`src/rtl/mul_operand_sequencer_pkg.sv`:
```
// Shared vALU definitions: SEW and operand-signedness codes plus the sequencer state encoding.
package mul_operand_sequencer_pkg;
   localparam logic [1:0] SEW_8  = 2'b00;
   localparam logic [1:0] SEW_16 = 2'b01;
   localparam logic [1:0] SEW_32 = 2'b10;
   localparam logic [1:0] SEW_64 = 2'b11;

   localparam logic [1:0] OPSEL_UU     = 2'b00;
   localparam logic [1:0] OPSEL_SS     = 2'b01;
   localparam logic [1:0] OPSEL_SU     = 2'b10;
   localparam logic [1:0] OPSEL_SS_ALT = 2'b11;

   typedef enum logic [1:0] {
      ST_IDLE  = 2'd0,
      ST_BEAT0 = 2'd1,
      ST_BEAT1 = 2'd2
   } seq_state_e;
endpackage

```
`src/rtl/mul_operand_sequencer_if.sv`:
```
// Issue-side bundle and multiplier-side beat handshakes of the operand sequencer.
interface mul_operand_sequencer_if #(
   parameter int DATA_WIDTH = 64,
   parameter int MUL_WIDTH  = 18,
   parameter int TAG_WIDTH  = 4
);
   localparam int NUM_PAIRS = DATA_WIDTH / 8;

   logic                           in_valid;
   logic                           in_ready;
   logic [DATA_WIDTH-1:0]          vec0;
   logic [DATA_WIDTH-1:0]          vec1;
   logic [1:0]                     sew;
   logic [1:0]                     op_sel;
   logic [TAG_WIDTH-1:0]           in_tag;
   logic                           out_valid;
   logic                           out_ready;
   logic [NUM_PAIRS*MUL_WIDTH-1:0] out_a;
   logic [NUM_PAIRS*MUL_WIDTH-1:0] out_b;
   logic                           out_beat;
   logic                           out_last;
   logic [1:0]                     out_sew;
   logic [TAG_WIDTH-1:0]           out_tag;
   logic                           out_err;

   modport slave (
      input  in_valid, vec0, vec1, sew, op_sel, in_tag, out_ready,
      output in_ready, out_valid, out_a, out_b, out_beat, out_last, out_sew, out_tag, out_err
   );

   modport master (
      output in_valid, vec0, vec1, sew, op_sel, in_tag, out_ready,
      input  in_ready, out_valid, out_a, out_b, out_beat, out_last, out_sew, out_tag, out_err
   );
endinterface

```
`src/rtl/mul_chunk_ext.sv`:
```
// Picks a byte or halfword out of an operand and sign/zero-extends it to the multiplier width.
module mul_chunk_ext #(
   parameter int DATA_WIDTH = 64,
   parameter int MUL_WIDTH  = 18,
   parameter int LO_W       = 6
) (
   input  logic [DATA_WIDTH-1:0] data,
   input  logic [LO_W-1:0]       lo,
   input  logic                  byte_mode,
   input  logic                  sign_en,
   input  logic                  en,
   output logic [MUL_WIDTH-1:0]  ext
);
   logic [DATA_WIDTH+15:0] padded;
   logic [LO_W:0]          idx;
   logic [15:0]            chunk;
   logic                   fill;

   always_comb begin
      padded = {16'b0, data};
      idx    = {1'b0, lo};
      chunk  = padded[idx +: 16];
      fill   = sign_en & (byte_mode ? chunk[7] : chunk[15]);
      if (!en)
         ext = '0;
      else if (byte_mode)
         ext = {{(MUL_WIDTH-8){fill}}, chunk[7:0]};
      else
         ext = {{(MUL_WIDTH-16){fill}}, chunk};
   end
endmodule

```
`src/rtl/mul_operand_sequencer.sv`:
```
// Splits two vector operands into extended 16-bit chunk pairs for the 18x18 multiplier array;
// SEW64 bundles are emitted as two beats.
module mul_operand_sequencer #(
   parameter int DATA_WIDTH    = 64,
   parameter int MUL_WIDTH     = 18,
   parameter int TAG_WIDTH     = 4,
   parameter bit ENABLE_64_BIT = 1'b1
) (
   input  logic                     clk,
   input  logic                     rst,
   mul_operand_sequencer_if.slave   bus
);
   import mul_operand_sequencer_pkg::*;

   localparam int NUM_PAIRS = DATA_WIDTH / 8;
   localparam int LO_W      = $clog2(DATA_WIDTH);
   localparam bit SEW64_OK  = ENABLE_64_BIT && (DATA_WIDTH == 64);

   seq_state_e state, state_nxt;
   logic       rdy_en;
   logic       out_valid_c, in_ready_c, take, accept, load_beat1;

   logic [DATA_WIDTH-1:0] vec0_p0, vec1_p0;
   logic [1:0]            sew_p0, op_p0;
   logic [TAG_WIDTH-1:0]  tag_p0;

   logic [NUM_PAIRS*MUL_WIDTH-1:0] a_p1, b_p1, a_nxt, b_nxt;
   logic                           beat_p1, last_p1, err_p1;
   logic [1:0]                     sew_p1;
   logic [TAG_WIDTH-1:0]           tag_p1;

   logic [DATA_WIDTH-1:0] src_v0, src_v1;
   logic [1:0]            src_sew, src_op;
   logic [TAG_WIDTH-1:0]  src_tag;
   logic                  src_beat, src_last, src_err, a_signed, b_signed;

   always_ff @(posedge clk) begin
      if (rst) begin
         state  <= ST_IDLE;
         rdy_en <= 1'b0;
      end else begin
         state  <= state_nxt;
         rdy_en <= 1'b1;
      end
   end

   always_comb begin
      state_nxt = state;
      case (state)
         ST_IDLE:  if (accept) state_nxt = ST_BEAT0;
         ST_BEAT0: if (take) state_nxt = !last_p1 ? ST_BEAT1 : (accept ? ST_BEAT0 : ST_IDLE);
         ST_BEAT1: if (take) state_nxt = accept ? ST_BEAT0 : ST_IDLE;
         default:  state_nxt = ST_IDLE;
      endcase
   end

   always_comb begin
      out_valid_c = (state != ST_IDLE);
      take        = out_valid_c & bus.out_ready;
      in_ready_c  = rdy_en & ((state == ST_IDLE) | (take & last_p1));
      accept      = bus.in_valid & in_ready_c;
      load_beat1  = (state == ST_BEAT0) & take & ~last_p1;
   end

   // Beat 0 is built straight from the issue bus; beat 1 from the captured bundle.
   always_comb begin
      src_v0   = accept ? bus.vec0   : vec0_p0;
      src_v1   = accept ? bus.vec1   : vec1_p0;
      src_sew  = accept ? bus.sew    : sew_p0;
      src_op   = accept ? bus.op_sel : op_p0;
      src_tag  = accept ? bus.in_tag : tag_p0;
      src_beat = ~accept;
      src_err  = (src_sew == SEW_64) & ~SEW64_OK;
      src_last = src_beat | ~((src_sew == SEW_64) & SEW64_OK);
      a_signed = (src_op != OPSEL_UU);
      b_signed = src_op[0];
   end

   for (genvar p = 0; p < NUM_PAIRS; p++) begin : g_pair
      localparam int CI    = (p >> 1) & 1;
      localparam int CJ    = p & 1;
      localparam int LO8   = 8 * p;
      localparam int LO16  = (16 * p) % DATA_WIDTH;
      localparam int LO32A = 32 * (p / 4) + 16 * CI;
      localparam int LO32B = 32 * (p / 4) + 16 * CJ;
      localparam int LO64A = (16 * (p >> 1)) % DATA_WIDTH;
      localparam int LO64B = 16 * CJ;

      logic [LO_W-1:0] lo_a, lo_b;
      logic            byte_m, top_a, top_b, en;

      always_comb begin
         lo_a   = LO_W'(LO8);
         lo_b   = LO_W'(LO8);
         byte_m = 1'b1;
         top_a  = 1'b1;
         top_b  = 1'b1;
         en     = 1'b1;
         case (src_sew)
            SEW_16: begin
               lo_a   = LO_W'(LO16);
               lo_b   = LO_W'(LO16);
               byte_m = 1'b0;
               en     = (p < NUM_PAIRS / 2);
            end
            SEW_32: begin
               lo_a   = LO_W'(LO32A);
               lo_b   = LO_W'(LO32B);
               byte_m = 1'b0;
               top_a  = (CI == 1);
               top_b  = (CJ == 1);
            end
            SEW_64: begin
               lo_a   = LO_W'(LO64A);
               lo_b   = LO_W'(LO64B) + (src_beat ? LO_W'(32) : '0);
               byte_m = 1'b0;
               top_a  = ((p >> 1) == 3);
               top_b  = src_beat & (CJ == 1);
               en     = SEW64_OK;
            end
            default: ;
         endcase
      end

      mul_chunk_ext #(.DATA_WIDTH(DATA_WIDTH), .MUL_WIDTH(MUL_WIDTH), .LO_W(LO_W)) u_ext_a (
         .data(src_v0), .lo(lo_a), .byte_mode(byte_m), .sign_en(a_signed & top_a), .en(en),
         .ext(a_nxt[p*MUL_WIDTH +: MUL_WIDTH])
      );
      mul_chunk_ext #(.DATA_WIDTH(DATA_WIDTH), .MUL_WIDTH(MUL_WIDTH), .LO_W(LO_W)) u_ext_b (
         .data(src_v1), .lo(lo_b), .byte_mode(byte_m), .sign_en(b_signed & top_b), .en(en),
         .ext(b_nxt[p*MUL_WIDTH +: MUL_WIDTH])
      );
   end

   // Stage p0: bundle capture, kept for the second SEW64 beat.
   always_ff @(posedge clk) begin
      if (accept) begin
         vec0_p0 <= bus.vec0;
         vec1_p0 <= bus.vec1;
         sew_p0  <= bus.sew;
         op_p0   <= bus.op_sel;
         tag_p0  <= bus.in_tag;
      end
   end

   // Stage p1: output beat register.
   always_ff @(posedge clk) begin
      if (rst) begin
         a_p1    <= '0;
         b_p1    <= '0;
         beat_p1 <= 1'b0;
         last_p1 <= 1'b0;
         err_p1  <= 1'b0;
         sew_p1  <= '0;
         tag_p1  <= '0;
      end else if (accept | load_beat1) begin
         a_p1    <= a_nxt;
         b_p1    <= b_nxt;
         beat_p1 <= src_beat;
         last_p1 <= src_last;
         err_p1  <= src_err;
         sew_p1  <= src_sew;
         tag_p1  <= src_tag;
      end
   end

   assign bus.in_ready  = in_ready_c;
   assign bus.out_valid = out_valid_c;
   assign bus.out_a     = a_p1;
   assign bus.out_b     = b_p1;
   assign bus.out_beat  = beat_p1;
   assign bus.out_last  = last_p1;
   assign bus.out_sew   = sew_p1;
   assign bus.out_tag   = tag_p1;
   assign bus.out_err   = err_p1;
endmodule
```
`src/flat_wrapper.sv`:
```
// flat-port wrapper written by rule: the top's interface ports become plain ports
module mul_operand_sequencer_flat import mul_operand_sequencer_pkg::*;
#(
   parameter int DATA_WIDTH    = 64,
   parameter int MUL_WIDTH     = 18,
   parameter int TAG_WIDTH     = 4,
   parameter bit ENABLE_64_BIT = 1'b1
)
  (clk, rst, bus_in_valid, bus_vec0, bus_vec1, bus_sew, bus_op_sel, bus_in_tag, bus_out_ready, bus_in_ready, bus_out_valid, bus_out_a, bus_out_b, bus_out_beat, bus_out_last, bus_out_sew, bus_out_tag, bus_out_err);
  mul_operand_sequencer_if #(.DATA_WIDTH(DATA_WIDTH), .MUL_WIDTH(MUL_WIDTH), .TAG_WIDTH(TAG_WIDTH)) bus_i ();
  input  logic clk;
  input  logic rst;
  input wire logic [$bits(bus_i.in_valid)-1:0] bus_in_valid;
  input wire logic [$bits(bus_i.vec0)-1:0] bus_vec0;
  input wire logic [$bits(bus_i.vec1)-1:0] bus_vec1;
  input wire logic [$bits(bus_i.sew)-1:0] bus_sew;
  input wire logic [$bits(bus_i.op_sel)-1:0] bus_op_sel;
  input wire logic [$bits(bus_i.in_tag)-1:0] bus_in_tag;
  input wire logic [$bits(bus_i.out_ready)-1:0] bus_out_ready;
  output wire logic [$bits(bus_i.in_ready)-1:0] bus_in_ready;
  output wire logic [$bits(bus_i.out_valid)-1:0] bus_out_valid;
  output wire logic [$bits(bus_i.out_a)-1:0] bus_out_a;
  output wire logic [$bits(bus_i.out_b)-1:0] bus_out_b;
  output wire logic [$bits(bus_i.out_beat)-1:0] bus_out_beat;
  output wire logic [$bits(bus_i.out_last)-1:0] bus_out_last;
  output wire logic [$bits(bus_i.out_sew)-1:0] bus_out_sew;
  output wire logic [$bits(bus_i.out_tag)-1:0] bus_out_tag;
  output wire logic [$bits(bus_i.out_err)-1:0] bus_out_err;
  assign bus_i.in_valid = bus_in_valid;
  assign bus_i.vec0 = bus_vec0;
  assign bus_i.vec1 = bus_vec1;
  assign bus_i.sew = bus_sew;
  assign bus_i.op_sel = bus_op_sel;
  assign bus_i.in_tag = bus_in_tag;
  assign bus_i.out_ready = bus_out_ready;
  assign bus_in_ready = bus_i.in_ready;
  assign bus_out_valid = bus_i.out_valid;
  assign bus_out_a = bus_i.out_a;
  assign bus_out_b = bus_i.out_b;
  assign bus_out_beat = bus_i.out_beat;
  assign bus_out_last = bus_i.out_last;
  assign bus_out_sew = bus_i.out_sew;
  assign bus_out_tag = bus_i.out_tag;
  assign bus_out_err = bus_i.out_err;
  mul_operand_sequencer #(.DATA_WIDTH(DATA_WIDTH), .MUL_WIDTH(MUL_WIDTH), .TAG_WIDTH(TAG_WIDTH), .ENABLE_64_BIT(ENABLE_64_BIT)) u_core (.clk(clk), .rst(rst), .bus(bus_i));
endmodule
```
`config.mk`:
```
export PLATFORM = sky130hd
export DESIGN_NAME = mul_operand_sequencer_flat
export DESIGN_NICKNAME = d
export VERILOG_FILES = /design/src/rtl/mul_operand_sequencer_pkg.sv /design/src/rtl/mul_operand_sequencer_if.sv /design/src/rtl/mul_chunk_ext.sv /design/src/rtl/mul_operand_sequencer.sv /design/src/flat_wrapper.sv
export SDC_FILE = /design/constraint.sdc
export NUM_CORES = 1
export LEC_CHECK = 0
export ABC_AREA = 1
export BUFFER_PORTS_ARGS = -buffer_cell sky130_fd_sc_hd__clkbuf_2
export CORE_UTILIZATION = 51
export CTS_BUF_LIST = sky130_fd_sc_hd__clkbuf_8
export CTS_CLUSTER_DIAMETER = 100
export DETAILED_ROUTE_END_ITERATION = 12
export PLACE_DENSITY = 0.88
export RECOVER_POWER = 100
export SYNTH_ARGS = -nofsm -noshare
export SYNTH_HDL_FRONTEND = slang
export SYNTH_SLANG_ARGS = --single-unit
export TNS_END_PERCENT = 10
```
`constraint.sdc`:
```
create_clock -name clk -period 2.74 [get_ports clk]
set_input_delay 0.137 -clock clk [delete_from_list [all_inputs] [get_ports clk]]
set_output_delay 0.137 -clock clk [all_outputs]
set_load 0.01 [all_outputs]
```
==> flow_summary_export.csv, run 1 <==
group,metric,value,unit
worst_setup_path,cp.arrival,3.30,ns
pwr,ir_drop,0.497,mV
global_routing,grt_first_pass_wirelength,131000,um
worst_setup_path,reg2reg_to,"u_core.bus.out_b[131]",
job,cap_viol_max_count,0,
timing,worst_hold_slack,0.0458,ns
timing,slew_viol_final,0,
logic_synthesis,syn_nets,2786,
worst_setup_path,cp-start-kind,"register",
worst_setup_path,endpoint_kind,"register",
logic_synthesis,avgSynthCellArea,7.12,sq um
timing,finalWorstSetupSlack,-0.0810,ns
timing,layout_min_cycle_time,2.82,ns
floorplanning,initial_core_util,52.3,%
worst_setup_path,critPathRequiredTime,3.22,ns
logic_synthesis,ys.flop_type,"dfxtp_1",
logic_synthesis,syn_area,0.0188,sq mm
route,wl_per_cell,22.8,um
logic_synthesis,synth_edf_count,0,
min_path,min_to,"u_core.vec1_p0[57]",
status,status,"finished with violations",
worst_setup_path,reg2reg_slack,-0.08,ns
pwr,power_density,813,mW/mm^2
timing,fin_crit_sh,103,%
timing,fin_skew,0.0278,ns
floorplanning,core,0.0359,sq mm
route,via_per_inst,5.89,
timing,setup_viol,16,
timing,max-slew-margin-rel,28.7,%
clocking,cts_max_level,3,
route,dr.pass1.iters,6,
logic_synthesis,synth_common_cells,"nand2_1 (774), dfxtp_1 (419), a21oi_1 (274), o21ai_0 (265), inv_1 (238)",
logic_synthesis,synth.area.top_cells,"dfxtp_1 (45%), nand2_1 (15%), a21oi_1 (7.3%)",
logic_synthesis,yosysMostFrequentCell,"nand2_1",
clocking,cts_root_buf,"clkbuf_8",
logic_synthesis,ys_seq_area_share,44.6,%
final_layout,finalNonFillerCells,3846,
status,violations,"negative setup slack",
min_path,hold_path.class,"primary input to register",
global_routing,grtUsageTotal,45.4,%
logic_synthesis,synth.distinct_cells,45,
global_routing,antenna_found_initial,3,
route,first_iter_violations,2918,
worst_setup_path,r2r_start,"u_core.state[1]",
final_layout,stdcell_area,0.0261,sq mm
final_layout,layout-drive-gt1-share,28.3,%
global_routing,grt_overflow,0,
clocking,cts_tree,"yes",
placed_design,dp_hpwl,59200,um
route,wl_met1,31100,um
floorplanning,die_x,194,um
worst_setup_path,crit_type,"register to register",
timing,worst_slew_pin_slew,1.07,ns
final_layout,area_growth,38.8,%
min_path,holdPathStages,4,
logic_synthesis,syn-instance-count,2640,
final_layout,nets,3481,
timing,hold_viol,0,
clocking,cts_buffer_depth,3,
placed_design,port_buffers,437,
route,ant_nets,0,
clocking,cts_buffers,71,
clocking,clk_pin_slew,0.07,ns
placed_design,post-place-cells,3579,
route,drc_errors,0,
route,vias,22700,
logic_synthesis,synth_area_leader_cell,"dfxtp_1",
floorplanning,num_rows,69,
timing,max_freq,354,MHz
floorplanning,die_area,0.0376,sq mm
clocking,clk_latency,0.64,ns
logic_synthesis,ys_ff_latch,419,
placed_design,gp_congestion,1.04,
global_routing,grt_pass1_vias,22100,
worst_setup_path,r2r_cells,16,
min_path,hp-start,"bus_vec1[57]",
pwr,leakagePower,12.8,nW
worst_setup_path,cp_max_fo,13,
logic_synthesis,synthArstFlopShare,0,%
global_routing,grt_max_degree,116,
logic_synthesis,synth_top_area_share,44.6,%
floorplanning,fp.dieH,194,um
route,wl_met2,40000,um
timing,rsz0062_at_grt,"yes",
placed_design,placed_cell_area,0.0227,sq mm
route,top_layer,"met5",
logic_synthesis,yosysWarningCount,0,
route,wl_met3,9100,um
clocking,cts_sinks,419,
floorplanning,io_pins,439,
route,routed_wl,87800,um
-- worst max path at each step --
stage,endpoint,slack [ns],cells past startpoint,from
CTS,u_core.bus.out_b[96],-0.05,16,u_core.state[1]
floorplan,u_core.bus.out_b[44],-0.08,18,u_core.bus.out_last
global route,u_core.bus.out_b[131],-0.15,16,u_core.state[1]
finish,u_core.bus.out_b[131],-0.08,16,u_core.state[1]
global placement,u_core.bus.out_b[83],-0.27,16,u_core.state[0]
detailed placement,u_core.bus.out_b[83],-0.30,16,u_core.state[0]
-- worst max-delay path: stages (launching register included) --
cell        delay (ns)
dfxtp_1           0.32
o21ai_2           0.21
nand3_4           0.17
inv_4             0.11
nand2_1           0.09
nand2_2           0.12
clkinvlp_4        0.18
ha_4              0.22
inv_6             0.12
buf_12            0.18
buf_4             0.14
nand3_1           0.15
o21ai_0           0.12
inv_1             0.09
o21ai_0           0.20
buf_4             0.17
a21oi_1           0.07
-- cells in the final DEF, fill, tap and decap left out, types with 17 or more instances in the layout --
cell,count
a21oi_1,264
a31oi_1,26
buf_12,17
buf_4,218
buf_6,19
clkbuf_2,436
clkbuf_8,92
dfxtp_1,418
dlygate4sd3_1,129
inv_1,241
nand2_1,752
nand2_2,23
nand3_1,85
nor2_1,40
o211ai_1,61
o21ai_0,238
o21ai_1,61
o21ai_2,38
o21bai_1,17
-- metal layers --
layer / global-route usage (%) / vias up
li1: - / 10100
met1: 51.7 / 10500
met2: 72.4 / 1685
met3: 11.5 / 447
met4: 36.9 / 4
met5: 0 / -
-- logic make-up (layout without fill, tap and decap cells) --
family / count (synthesis) / in the layout / share of synthesized area [%]
buffers and inverters: 448 / 1192 / 10.0
flip-flops: 419 / 419 / 44.6
adder cells (fa/ha/maj): 6 / 6 / 0.399
AND/OR/NAND/NOR: 969 / 969 / 20.8
other: 1 / 2 / 0.0200
multiplexers: 1 / 1 / 0.0533
AO/OA/AOI/OAI: 796 / 796 / 24.0
-- power breakdown --
group          leakage (nW)  total, mW  internal (mW)  switching [mW]
clock network         0.817       5.89           3.20            2.69
logic                  8.48       7.91           2.92            4.99
registers              3.46       7.42           6.93           0.492
-- sequential cells by signal (all words and copies together), names as in the netlist --
register,count
u_core.bus.out_sew,2
u_core.tag_p0,4
u_core.bus.out_beat,1
u_core.vec1_p0,64
u_core.bus.out_tag,4
u_core.bus.out_last,1
u_core.rdy_en,1
u_core.sew_p0,2
u_core.vec0_p0,64
u_core.bus.out_b,136
u_core.bus.out_a,136
u_core.op_p0,2
u_core.state,2
-- per-stage QoR --
step	total power [mW]	util (%)	worst slack (ns)	setup TNS, ns
detailed placement	14.4	63.1	-0.302	-5.49
global placement	14.3	63.1	-0.273	-2.52
finish	21.2	72.6	-0.0810	-0.574
floorplan	11.0	-	-0.0844	-0.662
global route	22.0	72.6	-0.145	-7.58
CTS	20.4	70.9	-0.0480	-0.0914
-- timing repair --
item	in CTS	in global routing
pin swaps	2	25
endpoints found under the setup margin	75	209
gates cloned	0	1
hold endpoints to repair	153	0
hold buffers	129	0
gates resized for setup	17	151
buffers inserted	0	14
-- layout make-up --
type | instances | area, sq um
clock inverters | 30 | 193
diodes | 1 | 2.50
clock buffers | 92 | 1270
fillers | 2674 | 9830
inverters | 249 | 956
well taps | 461 | 577
repair buffers | 821 | 5720
flip-flops and latches | 419 | 8390
multi-input cells | 1773 | 8990
Note: power is estimated with default switching activity, not from simulation.
==> inputs of run 2 (changes only) <==
- clock period: 2.74 -> 2.44 ns (I/O delays scaled with it)
==> flow_summary_export.csv, run 2 (synthesized netlist as in run 1, its figures left out) <==
group,metric,value,unit
timing,setup_viol,209,
clocking,cts_tree,"yes",
final_layout,layout-drive-gt1-share,35.0,%
final_layout,fill_cells,2409,
route,ant_nets,0,
global_routing,grt_max_degree,140,
final_layout,final_common_cell,"nand2_1",
route,vias,24500,
global_routing,grt_pass1_vias,23800,
pwr,power_density,913,mW/mm^2
pwr,ir_drop,0.542,mV
placed_design,dp_hpwl,62500,um
global_routing,grtUsageTotal,48.7,%
timing,worst_hold_slack,0.0581,ns
floorplanning,die_x,194,um
floorplanning,die_area,0.0376,sq mm
route,routed_wl,98300,um
worst_setup_path,r2r_start,"u_core.state[0]",
route,wl_per_cell,24.4,um
timing,worst_slew_pin_slew,0.911,ns
status,status,"finished with violations",
worst_setup_path,reg2reg_slack,-0.38,ns
worst_setup_path,cp.arrival,3.38,ns
timing,hold_viol,0,
clocking,clk_latency,0.66,ns
route,via_per_inst,6.07,
status,violations,"negative setup slack",
min_path,hold_path.class,"primary input to register",
floorplanning,num_rows,69,
clocking,cts_root_buf,"clkbuf_8",
clocking,clk_pin_slew,0.08,ns
job,cap_viol_max_count,0,
global_routing,antenna_found_initial,5,
final_layout,fin_util,78.7,%
final_layout,multi_input_area,0.00948,sq mm
final_layout,final_cell_mix,"nand2_1 (742), clkbuf_2 (436), dfxtp_1 (416), buf_4 (371), inv_1 (238)",
worst_setup_path,cp_max_fo,6,
timing,finalWorstSetupSlack,-0.380,ns
route,first_iter_violations,2937,
timing,max-slew-margin-rel,39.2,%
timing,layout_min_cycle_time,2.82,ns
timing,slew_viol_final,0,
pwr,power.total,25.8,mW
worst_setup_path,endpoint_kind,"register",
floorplanning,fp.dieH,194,um
min_path,min_to,"u_core.vec1_p0[1]",
timing,fin_skew,0.0383,ns
worst_setup_path,r2r_cells,14,
worst_setup_path,crit_type,"register to register",
global_routing,grt_overflow,0,
worst_setup_path,cp-start-kind,"register",
route,dr.pass1.iters,7,
clocking,cts_max_level,3,
floorplanning,initial_core_util,52.3,%
clocking,cts_buffers,70,
final_layout,area_growth,50.5,%
final_layout,regArea,0.00839,sq mm
global_routing,grt_first_pass_wirelength,140000,um
worst_setup_path,critPathRequiredTime,3.00,ns
worst_setup_path,reg2reg_to,"u_core.bus.out_a[53]",
floorplanning,io_pins,439,
placed_design,gp_congestion,1.01,
floorplanning,core,0.0359,sq mm
min_path,hp-start,"bus_vec1[1]",
timing,max_freq,355,MHz
final_layout,nets,3664,
clocking,cts_sinks,419,
timing,rsz0062_at_grt,"yes",
placed_design,port_buffers,437,
timing,fin_crit_sh,116,%
min_path,holdPathStages,4,
pwr,leakagePower,13.9,nW
clocking,cts_buffer_depth,3,
route,drc_errors,0,
==> run 2: how the worst max path moves through the flow <==
stage	start	endpoint	slack [ns]	cells after the start
floorplan	u_core.bus.out_last	u_core.bus.out_a[94]	-0.03	18
global placement	u_core.state[0]	u_core.bus.out_a[95]	-0.61	13
detailed placement	u_core.state[0]	u_core.bus.out_a[95]	-0.67	13
CTS	u_core.state[1]	u_core.bus.out_a[69]	-0.10	16
global route	u_core.state[0]	u_core.bus.out_a[17]	-0.44	14
finish	u_core.state[0]	u_core.bus.out_a[53]	-0.38	14
==> run 2: metal layers <==
layer  vias to the layer above  GRT usage (%)  share of wire [%]
li1                      10500              -                  -
met1                     11200           53.4                 34
met2                      2055           77.6                 44
met3                       744           11.8                 11
met4                         8           46.1                 11
met5                         -              0              0.059
==> run 2: area by class of cell <==
cell class | instances | area share [%]
Multi-Input combinational cell | 1773 | 33.5
Sequential cell | 419 | 29.7
Timing Repair Buffer | 1005 | 25.9
Clock buffer | 99 | 4.82
Inverter | 249 | 3.40
Tap cell | 461 | 2.04
Clock inverter | 29 | 0.646
Antenna cell | 1 | 0.00885
==> run 2: power breakdown <==
group	switching (mW)	leakage, nW	internal (mW)
registers	0.567	3.47	7.78
logic	6.36	9.55	4.21
clock network	3.10	0.856	3.81
==> run 2: metrics by stage <==
step           instance area (sq um)  TNS [ns]  std cells  worst slack [ns]
2_1_floorplan                  18900    -0.507       2640           -0.0348
6_report                       28300    -30.86       4036            -0.380
3_3_place_gp                   23900    -17.60       3745            -0.614
5_1_grt                        28300    -45.73       4036            -0.436
4_1_cts                        27500     -4.26       4024            -0.105
3_5_place_dp                   23900    -32.99       3745            -0.674
==> run 2: repair_timing <==
action,4_1_cts,5_1_grt
setup endpoints to repair,218,245
resized for setup,181,189
pin swaps,25,47
cloned,1,1
endpoints found under the hold margin,149,0
hold buffers,126,0
buffers inserted,24,11
==> run 2: critical path: stages, from the launching register on <==
cell,delay (ns)
dfxtp_2,0.35
o21ai_4,0.19
nand3_4,0.13
buf_12,0.16
o21ai_4,0.26
ha_4,0.21
buf_6,0.14
buf_4,0.17
nand2_1,0.10
o21ai_1,0.24
nand2_1,0.16
a21oi_2,0.24
buf_4,0.15
nor2_1,0.05
nor2_1,0.19
